**src/rtl/seg_hex_scan_pkg.sv**
```systemverilog
// rtl/seg_hex_scan_pkg.sv - seg_defs package: hex segment patterns, segment bit positions, digit geometry
package seg_defs;

    localparam int DIGITS = 8;
    localparam int IDX_W  = 3;

    localparam int SEG_A  = 0;
    localparam int SEG_G  = 6;
    localparam int SEG_DP = 7;

    localparam logic [7:0] SEG_BLANK = 8'h00;

    // Active-high gfedcba patterns; concatenation lists entry 15 first.
    localparam logic [15:0][6:0] HEX_PAT = {
        7'h71, 7'h79, 7'h5E, 7'h39, 7'h7C, 7'h77, 7'h6F, 7'h7F,
        7'h07, 7'h7D, 7'h6D, 7'h66, 7'h4F, 7'h5B, 7'h06, 7'h3F
    };

endpackage

```
**src/rtl/seg_hex_scan_hex_to_seg7.sv**
```systemverilog
// rtl/seg_hex_scan_hex_to_seg7.sv - combinational nibble to 7-segment (gfedcba) pattern
module hex_to_seg7
    import seg_defs::*;
(
    input  logic [3:0] nibble,
    output logic [6:0] pattern
);

    assign pattern = HEX_PAT[nibble];

endmodule

```
**src/rtl/seg_hex_scan.sv**
```systemverilog
// rtl/seg_hex_scan.sv - double-buffered 8-digit hex scan driver; SEG_BLANK_LEADING_ZERO_EN blanks leading zeros
module seg_hex_scan
    import seg_defs::*;
#(
    parameter int SCAN_DIV    = 100000,
    parameter bit SEG_ACT_LOW = 1'b0
) (
    input  logic             clk,
    input  logic             rst_n,
    input  logic [31:0]      data,
    input  logic             load,
    input  logic [7:0]       dp_mask,
    output logic [7:0]       seg,
    output logic [IDX_W-1:0] which,
    output logic             frame_done
);

    localparam int         CNT_W   = (SCAN_DIV > 1) ? $clog2(SCAN_DIV) : 1;
    localparam logic [7:0] SEG_RST = SEG_ACT_LOW ? ~SEG_BLANK : SEG_BLANK;

    logic [CNT_W-1:0] cnt;
    logic [31:0]      pending;
    logic [31:0]      display;

    logic             tick;
    logic             frame_edge;
    logic [IDX_W-1:0] which_next;
    logic [31:0]      display_next;
    logic [3:0]       nibble;
    logic [6:0]       pattern;
    logic             lit;
    logic [7:0]       seg_hi;

    assign tick         = (cnt == CNT_W'(SCAN_DIV - 1));
    assign frame_edge   = tick && (which == IDX_W'(DIGITS - 1));
    assign which_next   = tick ? which + IDX_W'(1) : which;
    // A load landing on the frame boundary bypasses pending straight into display.
    assign display_next = frame_edge ? (load ? data : pending) : display;
    assign nibble       = display_next[{which_next, 2'b00} +: 4];

    hex_to_seg7 u_hex_to_seg7 (
        .nibble  (nibble),
        .pattern (pattern)
    );

`ifdef SEG_BLANK_LEADING_ZERO_EN
    logic [IDX_W-1:0] top_digit;

    always_comb begin
        top_digit = '0;
        for (int i = 0; i < DIGITS; i++) begin
            if (display_next[4*i +: 4] != 4'h0) begin
                top_digit = IDX_W'(i);
            end
        end
    end

    assign lit = (which_next <= top_digit);
`else
    assign lit = 1'b1;
`endif

    always_comb begin
        seg_hi                = SEG_BLANK;
        seg_hi[SEG_G:SEG_A]   = lit ? pattern : 7'h00;
        seg_hi[SEG_DP]        = dp_mask[which_next];
    end

    always_ff @(posedge clk or negedge rst_n) begin
        if (!rst_n) begin
            cnt        <= '0;
            which      <= '0;
            pending    <= '0;
            display    <= '0;
            frame_done <= 1'b0;
            seg        <= SEG_RST;
        end else begin
            cnt        <= tick ? '0 : cnt + CNT_W'(1);
            which      <= which_next;
            display    <= display_next;
            frame_done <= frame_edge;
            seg        <= SEG_ACT_LOW ? ~seg_hi : seg_hi;
            if (load) begin
                pending <= data;
            end
        end
    end

endmodule

```
**config.mk**
```make
export PLATFORM = sky130hd
export DESIGN_NAME = seg_hex_scan
export DESIGN_NICKNAME = d
export VERILOG_FILES = /design/src/rtl/seg_hex_scan_pkg.sv /design/src/rtl/seg_hex_scan_hex_to_seg7.sv /design/src/rtl/seg_hex_scan.sv
export SDC_FILE = /design/constraint.sdc
export NUM_CORES = 1
export LEC_CHECK = 0
export CAP_MARGIN = 20
export CORE_ASPECT_RATIO = 1.75
export CORE_MARGIN = 2
export CORE_UTILIZATION = 30
export DETAILED_ROUTE_END_ITERATION = 16
export REMOVE_ABC_BUFFERS = 1
export SETUP_SLACK_MARGIN = 0.3
export SYNTH_ARGS = -nofsm -noshare
export SYNTH_HDL_FRONTEND = slang
export SYNTH_SLANG_ARGS = --single-unit
```
**constraint.sdc**
```tcl
create_clock -name clk -period 4.4 [get_ports clk]
set_input_delay 0.66 -clock clk [delete_from_list [all_inputs] [get_ports clk]]
set_output_delay 0.66 -clock clk [all_outputs]
set_load 0.005 [all_outputs]
```
==> metrics.txt, run 1 <==
LEAKAGE=2.45 nW; crit start category=register; Worst path slowest cell=dfrtp_1; clk_lat worst skew=0.34 ns; CTS Hold Buffers Added=0; endpoints failing hold=0; critical path launch point=cnt[0]; GP Congestion=0.850; RSZ-0062 raised after global routing=no; Pwr per Cell Area=325 nW/um^2; via count=3339; CTS tree=done; layout cells sized above 1=0.177; crit path max fanout=12; EDFF count, synth=0; wire per inst=16.0 um; Initial Utilization=0.304; worst reg2reg path startpoint=cnt[0]; Clock Tree Root=clkbuf_16; Placed Cells=648; cell count after synthesis=421; synthesized area=4810 sq um; total chip power=0.00189 W; drt drc=0; Finished Layout Cells=663; post-place setup slack=0.751 ns; Final nets=523; Die X=99.7 um; Worst-path clk slew=0.06 ns; syn_area_per_cell=11.4 sq um; Slew Limit Headroom=0.446; number of global-route vias before repair=3471; largest net degree at the start of global routing=57; Ports=55; DR vias/cell=5.04; first-pass GRT wire length=17.5 mm; final WL=10.6 mm; post-synth cell types=52; CP Data Required Time=4.65 ns; initial detailed-routing violation count=131; Synth-to-Final Area Change=21.0%; Layout Skew=0.00666 ns; Ys Warns=0; Core Region=15800 sq um; Pre-antenna DRT Iters=4; Slew @ Worst Pin=0.831 ns; TritonCTS Buffers=9; Synth Flop Type=dfrtp_1; CTS resizes=0; initial antenna violation count=0; Worst IR Drop VDD=0.205 mV; Peak Freq=273 MHz; number of fillers in the final layout=1500; max-slew violation count=0; htree depth=3; Crit. End Element=register; run status=completed; Max Buffers Root-to-Sink=2; Most Frequent Cell on Critical Path=ha_1; Max-Cap Viols=0; Tcrit/Tclk final=0.832; Min Clock Period, post-route=3.66 ns; FFs w/ async S/R, synth=1.00; setup bufs post-CTS=0; post-synthesis sequential area ratio=0.484; die height=172 um; Global Route Usage Sum=0.131; row cnt=61; Seq cells post-synth=93; grt ovf=0; Clock Sinks=93; critical path cell sequence=ha_1 -> and4_1 -> and4_4 -> mux2i_1 -> buf_4 -> clkinv_2 -> o31ai_1 -> o32ai_1 -> a21oi_1 -> inv_1 -> ha_1 -> or3_1 -> o211ai_1; Post-DRT Antenna Nets=0; IO Port Bufs=54; Setup Viol. Count Final=0; CP max stage delay=0.39 ns; die area=17100 sq um; crit path DAT=3.91 ns; Hold Path Class=in2async; setup TNS=0 ns; ANT cells=0; Post-DP HPWL=7.87 mm; setup ws final=0.739 ns; Worst Path Class, Setup=reg2reg
sequential cells by signal, summed over array words and instances, names as in the netlist:
signal	flops
seg	8
pending	32
frame_done	1
which	3
cnt	17
display	32
cell type report:
| type | instances | area, sq um | area share |
|---|---|---|---|
| clock buffer | 11 | 233 | 0.0400 |
| inverter | 21 | 80.1 | 0.0138 |
| tap | 189 | 236 | 0.0406 |
| clock inverter | 4 | 97.6 | 0.0168 |
| multi-input combinational | 283 | 2250 | 0.387 |
| timing repair buffer | 62 | 593 | 0.102 |
| sequential | 93 | 2330 | 0.400 |
stage by stage:
stage	utilization	hold slack, ns	instance area (sq um)
floorplan	-	0.364	4660
CTS	0.368	0.407	5820
finish	0.368	0.367	5820
global route	0.368	0.431	5820
detailed placement	0.347	0.479	5490
global placement	0.347	0.465	5490
metal layers:
metal	wire length (um)	vias up	track usage
met2	5710	78	0.236
met5	0	-	0
met4	193	0	0.0512
met3	410	16	0.0260
met1	4320	1660	0.150
li1	-	1585	-
cell families after synthesis:
kind of cell | after synthesis | synth area share
DFF | 93 | 0.484
buffers and inverters | 45 | 0.0479
muxes | 85 | 0.211
adders and majority gates | 10 | 0.0260
xor gates and xnor gates | 17 | 0.0310
AOI/OAI and AO/OA | 66 | 0.0892
and+or+nand+nor | 105 | 0.111
Yosys cell counts (all sizes together) (2+ instances only):
cell type	number	share of area
dfrtp	93	0.48
mux2	45	0.11
nor2	42	0.033
mux2i	33	0.069
a21oi	32	0.033
buf	22	0.030
inv	20	0.016
nand2	18	0.014
nand3	11	0.011
ha	10	0.026
xnor2	9	0.016
xor2	8	0.015
mux4	7	0.033
nor3	7	0.0073
o21ai	7	0.0088
a211oi	6	0.0094
and2	5	0.0065
nand4	4	0.0052
a22oi	3	0.0047
a31oi	3	0.0039
a32oi	3	0.0055
and4	3	0.0060
nor2b	3	0.0039
a211o	2	0.0036
and3	2	0.0026
clkbuf	2	0.0016
nand2b	2	0.0026
nand3b	2	0.0031
or3	2	0.0026
critical path, delay by kind of cell (launching register included):
| family | cells | cell delay (ns) |
|---|---|---|
| AOI/OAI and AO/OA | 4 | 0.89 |
| adders and majority gates | 2 | 0.51 |
| buffers and inverters | 3 | 0.51 |
| DFF | 1 | 0.39 |
| muxes | 1 | 0.21 |
| and+or+nand+nor | 3 | 1.06 |
path summary, 6_finish.rpt:
path | to | slack [ns] | cells after the start
worst max-delay path | seg[0] | 0.74 | 13
worst min-delay path | cnt[8] | 0.37 | 1
worst max register to register | seg[0] | 0.74 | 13
worst min register to register | pending[21] | 0.48 | 2
max in group asynchronous | display[22] | 3.08 | 2
min in group clk | pending[21] | 0.48 | 2
cell usage in the layout, fill, tap and decap left out, types with 10 or more instances in the layout:
master and instances:
inv_1 19, nor2_1 42, ha_1 10, nand2_1 18
a21oi_1 32, mux2i_1 33, dfrtp_1 93, mux2_2 39
nand3_1 11, clkdlybuf4s50_1 52
where the power goes:
| part | switching (W) | total (W) | internal (W) |
|---|---|---|---|
| Combinational | 0.0000623 | 0.000131 | 0.0000690 |
| Sequential | 0.00000890 | 0.000893 | 0.000885 |
| Clock | 0.000312 | 0.000865 | 0.000553 |
Note: power is estimated with default switching activity, not from simulation.
==> run 2, diff against run 1 <==
clock period = 3.31 ns   (was 4.4 ns; I/O delays follow)
==> run 2 against run 1 <==
- wire length up 8.1%
- cell area up 8.2%
- cell count up 5.3%
- clock skew down 0.0022 ns
- maximum frequency up 25%
- largest power group unchanged
- sequential share of layout area down 3.0 points
- sequential power up 33%
- worst setup slack worse by 0.35 ns
==> metrics.txt, run 2 (synthesis gave the netlist of run 1 again) <==
Final Instance Area=6290 sq um (+8.2%); RSZ-0062 raised after global routing=yes; worst reg2reg path startpoint=cnt[1]; Pwr per Cell Area=406 nW/um^2 (+25%); R2R setup slack=0.39 ns (-0.35 ns); number of global-route vias before repair=3809 (+9.7%); clk_lat worst skew=0.34 ns (about the same); commonest non-fill, non-tap cell in the layout=dfrtp_1; critical path launch point=cnt[1]; Min Clock Period, post-route=2.92 ns (-0.743 ns); post-layout util=0.398 (+0.0301); IO Port Bufs=54 (unchanged); Post-DRT Antenna Nets=0 (unchanged); area of the multi-input gates=2450 sq um (+8.7%); Global Route Usage Sum=0.137 (+0.00669); Max Buffers Root-to-Sink=2 (unchanged); Hold WS=0.250 ns (-0.116 ns); Clock Sinks=93 (unchanged); via count=3563 (+6.7%); TritonCTS Buffers=9 (unchanged); Hold Path Class=in2async; die area=17100 sq um (unchanged); grt ovf=0 (unchanged); sequential cell area=2330 sq um (+0.11%); crit path DAT=3.17 ns (-0.74 ns); die height=172 um (unchanged); setup TNS=0 ns (unchanged); DR vias/cell=5.10 (+1.4%); placed inst area=5610 sq um (+2.2%); LEAKAGE=2.66 nW (+8.4%); Core Region=15800 sq um (unchanged); Pre-antenna DRT Iters=4 (unchanged); initial antenna violation count=0 (unchanged); R2R cell count=11 (-2); Peak Freq=343 MHz (+25%); first-pass GRT wire length=18.5 mm (+5.4%); Layout Skew=0.00446 ns (-0.00220 ns); number of fillers in the final layout=1478 (-1.5%); Post-DP HPWL=8.17 mm (+3.8%); Worst IR Drop VDD=0.235 mV (+15%); initial detailed-routing violation count=130 (-0.76%); Ports=55 (unchanged); Clock Tree Root=clkbuf_16; Worst-path clk slew=0.07 ns (about the same); Regs by FF count=display: 32 flops, pending: 32 flops, cnt: 17 flops; drt drc=0 (unchanged); CTS Hold Buffers Added=0 (unchanged); wire per inst=16.5 um (+2.7%); CTS tree=done; endpoints failing hold=0 (unchanged); Slew @ Worst Pin=0.884 ns (+0.0527 ns); layout cells sized above 1=0.297 (+0.119); htree depth=3 (unchanged); Die X=99.7 um (unchanged); max-slew violation count=0 (unchanged); Initial Utilization=0.304 (unchanged); Worst Path Class, Setup=reg2reg; Crit. End Element=register; largest net degree at the start of global routing=68 (+19%); row cnt=61 (unchanged); GP Congestion=0.834 (-1.9%); most frequent cells in the layout=91 x dfrtp_1, 52 x clkdlybuf4s50_1, 40 x nor2_1, 40 x buf_4, 36 x mux2_2; Max-Cap Viols=0 (unchanged); CP Data Required Time=3.57 ns (-1.08 ns); crit start category=register; Reg-to-Reg End=seg[0]; Final nets=557 (+6.5%); final WL=11.5 mm (+8.1%); Slew Limit Headroom=0.411 (-0.0351); ANT cells=0 (unchanged); run status=completed; crit path max fanout=5 (-7); Synth-to-Final Area Change=30.9%; Setup Viol. Count Final=0 (unchanged); Tcrit/Tclk final=0.882 (+0.0496)
-- run 2: per-layer routing --
| metal | wire length (um) | up-vias | global-route usage |
|---|---|---|---|
| met5 | 0 | - | 0 |
| met4 | 427 | 0 | 0.0643 |
| met3 | 412 | 29 | 0.0248 |
| met2 | 6040 | 87 | 0.251 |
| met1 | 4620 | 1788 | 0.153 |
| li1 | - | 1659 | - |
-- run 2: timing repair --
action / in CTS / in global routing
pin swaps: 3 / 12
cloned: 0 / 1
endpoints found under the hold margin: 0 / 0
endpoints found under the setup margin: 7 / 7
setup buffers: 5 / 12
resized for setup: 14 / 31
-- run 2: per-stage QoR --
step	cells	worst slack [ns]	total power [W]
after global placement	664	0.177	0.00139
after floorplan	397	-1.23	0.00128
after CTS	685	0.288	0.00259
final	698	0.392	0.00256
after global routing	698	0.258	0.00265
after detailed placement	664	0.00425	0.00139
-- run 2: area by class of cell --
cell class	count	share of cell area
timing repair buffer	95	0.135
inverter	21	0.0133
multi-input combinational	284	0.389
clock inverter	7	0.0195
sequential	93	0.370
clock buffer	9	0.0358
tap	189	0.0376
-- run 2: power by group --
group          switching, W  internal (W)
Clock              0.000448      0.000742
Combinational     0.0000839     0.0000955
Sequential        0.0000110       0.00118
-- run 2: worst max-delay path by stage --
stage                  end  slack (ns)  cells after the start
floorplan           seg[0]       -1.23                     10
global route        seg[3]        0.26                     12
global placement    seg[0]        0.18                     11
CTS                 seg[3]        0.29                     11
detailed placement  seg[0]       0.004                     11
finish              seg[0]        0.39                     11
-- run 2: worst max-delay path: stages (launching register included) --
cell and delay, ns:
dfrtp_1 0.42, ha_4 0.17, and4_4 0.23, and4_4 0.27
mux2_4 0.33, inv_4 0.09, mux2_4 0.31, a22oi_2 0.26
nand2_2 0.14, ha_4 0.20, or3_1 0.31, o211ai_1 0.11
==> run 3, diff against run 2 <==
PLACE_DENSITY = 0.51   (was default)
==> run 3 against run 2 <==
- hold slack lost 0.098 ns
- via count shrank 5.1%
- cell count shrank 1.4%
- largest power group unchanged
==> metrics.txt, run 3 (synthesis gave the netlist of run 1 again) <==
Most Frequent Cell on Critical Path=mux2_2; final WL=11.4 mm (-0.83%); die area=17100 sq um (unchanged); CP max stage delay=0.45 ns (+0.03 ns); Slew Limit Headroom=0.616 (+0.205); LEAKAGE=2.57 nW (-3.5%); Layout Skew=0.00573 ns (+0.00127 ns); Core Region=15800 sq um (unchanged); commonest non-fill, non-tap cell in the layout=dfrtp_1; crit start category=register; initial detailed-routing violation count=174 (+34%); Post-DRT Antenna Nets=0 (unchanged); die height=172 um (unchanged); Synth-to-Final Area Change=27.3%; Max-Cap Viols=0 (unchanged); crit path max fanout=5 (unchanged); layout cells sized above 1=0.265 (-0.0321); largest net degree at the start of global routing=94 (+38%); TritonCTS Buffers=9 (unchanged); first-pass GRT wire length=18.4 mm (-0.26%); run status=completed; most frequent cells in the layout=89 x dfrtp_1, 52 x clkdlybuf4s50_1, 42 x nor2_1, 37 x mux2_2; Crit. End Element=register; cell family with the largest share of critical-path delay=multiplexers; metal2 WL=6.50 mm (+7.7%); Setup Viol. Count Final=0 (unchanged); R2R cell count=10 (-1); row cnt=61 (unchanged); Max Buffers Root-to-Sink=2 (unchanged); Peak Freq=345 MHz (+0.57%); via count=3381 (-5.1%); Worst Path Class, Setup=reg2reg; post-place setup slack=0.0421 ns (+0.0379 ns); Clock Sinks=93 (unchanged); Worst-path clk slew=0.07 ns (about the same); Min Clock Period, post-route=2.90 ns (-0.0164 ns); Top Layer Used=met4; max-slew violation count=0 (unchanged); Regs by FF count=display: 32 flops, pending: 32 flops, cnt: 17 flops; Final nets=547 (-1.8%); ANT cells=0 (unchanged); grt ovf=0 (unchanged); Ports=55 (unchanged); Placed Cells=661 (-0.45%); Worst path slowest cell=dfrtp_2; Initial Utilization=0.304 (unchanged); Worst path depth=10 (-1); Worst IR Drop VDD=0.209 mV (-11%); Clock Tree Root=clkbuf_16; critical path cell sequence=nor4b_4 -> and4_4 -> mux2_4 -> inv_4 -> mux2_2 -> a22oi_2 -> and2_4 -> ha_4 -> mux2i_1 -> mux2_2; IO Port Bufs=54 (unchanged); DR vias/cell=4.91 (-3.7%); GP Congestion=0.799 (-4.3%); CTS tree=done; Post-DP HPWL=8.21 mm (+0.51%); Die X=99.7 um (unchanged); initial antenna violation count=0 (unchanged); htree depth=3 (unchanged); Hold Path Class=in2async; crit path buf inv count=1 (unchanged); setup ws final=0.408 ns (+0.0164 ns); clk_lat worst skew=0.34 ns (about the same); Pre-antenna DRT Iters=4 (unchanged); wire per inst=16.6 um (+0.61%); CP Data Required Time=3.53 ns (-0.04 ns); Pwr per Cell Area=387 nW/um^2 (-4.7%); Finished Layout Cells=688 (-1.4%); M1 wire length=4.42 mm (-4.2%); drt drc=0 (unchanged); endpoints failing hold=0 (unchanged); RSZ-0062 raised after global routing=yes; Slew @ Worst Pin=0.577 ns (-0.307 ns); met3 WL post-DR=197 um (-52%); crit path DAT=3.13 ns (-0.04 ns); number of global-route vias before repair=3637 (-4.5%); Global Route Usage Sum=0.140 (+0.00228); Tcrit/Tclk final=0.877 (-0.00497)
==> run 3: changes by cell type in the layout (fill, tap and decap cells not counted), sizes merged <==
cell | previous run | this run
clkbuf | 9 | 12
inv | 22 | 21
buf | 43 | 34
clkinv | 1 | 2
bufinv | 3 | 0
and2 | 6 | 5
==> run 3: power by group <==
part           switching [W]  total, W  internal [W]
Combinational      0.0000848  0.000181     0.0000965
Clock               0.000445  0.000998      0.000554
Sequential         0.0000117   0.00119       0.00118
Total               0.000541   0.00237       0.00183
==> run 3: path summary, 6_finish.rpt <==
kind	start	to	slack, ns
max in group asynchronous	rst_n	seg[2]	2.66
worst max register to register	cnt[5]	seg[3]	0.41
min in group clk	pending[13]	pending[13]	0.49
worst max-delay path	cnt[5]	seg[3]	0.41
worst min-delay path	rst_n	pending[1]	0.15
worst min register to register	pending[13]	pending[13]	0.49
==> run 3: per-stage QoR <==
step | hold slack [ns] | total power, W | area, sq um | util | setup TNS (ns)
2_1_floorplan | 0.201 | 0.00128 | 4660 | - | -11.67
6_report | 0.152 | 0.00237 | 6120 | 0.387 | 0
5_1_grt | 0.244 | 0.00246 | 6120 | 0.387 | 0
4_1_cts | 0.219 | 0.00240 | 5980 | 0.378 | 0
3_5_place_dp | 0.475 | 0.00140 | 5610 | 0.355 | 0
3_3_place_gp | 0.466 | 0.00139 | 5610 | 0.355 | 0
==> run 3: final cells by class <==
| type | instances | area (sq um) |
|---|---|---|
| timing repair buffer | 86 | 798 |
| fill | 1520 | 9680 |
| clock inverter | 4 | 32.5 |
| multi-input combinational | 283 | 2380 |
| inverter | 21 | 83.8 |
| clock buffer | 12 | 256 |
| tap | 189 | 236 |
| sequential | 93 | 2330 |
==> run 3: layer usage <==
metal | vias to the layer above | track usage
met5 | - | 0
met3 | 18 | 0.0215
li1 | 1636 | -
met2 | 37 | 0.266
met4 | 0 | 0.0578
met1 | 1690 | 0.151
==> run 3: worst register-to-register path: stages (launching register included) <==
cell     delay (ns)
dfrtp_2        0.45
nor4b_4        0.34
and4_4         0.32
mux2_4         0.34
inv_4          0.09
mux2_2         0.34
a22oi_2        0.22
and2_4         0.22
ha_4           0.15
mux2i_1        0.07
mux2_2         0.27
==> run 3: timing repair <==
action,CTS,global route
endpoints found under the hold margin,0,0
setup buffers,3,8
pin swaps,3,10
cloned,0,0
setup endpoints to repair,7,7
gates resized for setup,17,17
hold buffers,0,0
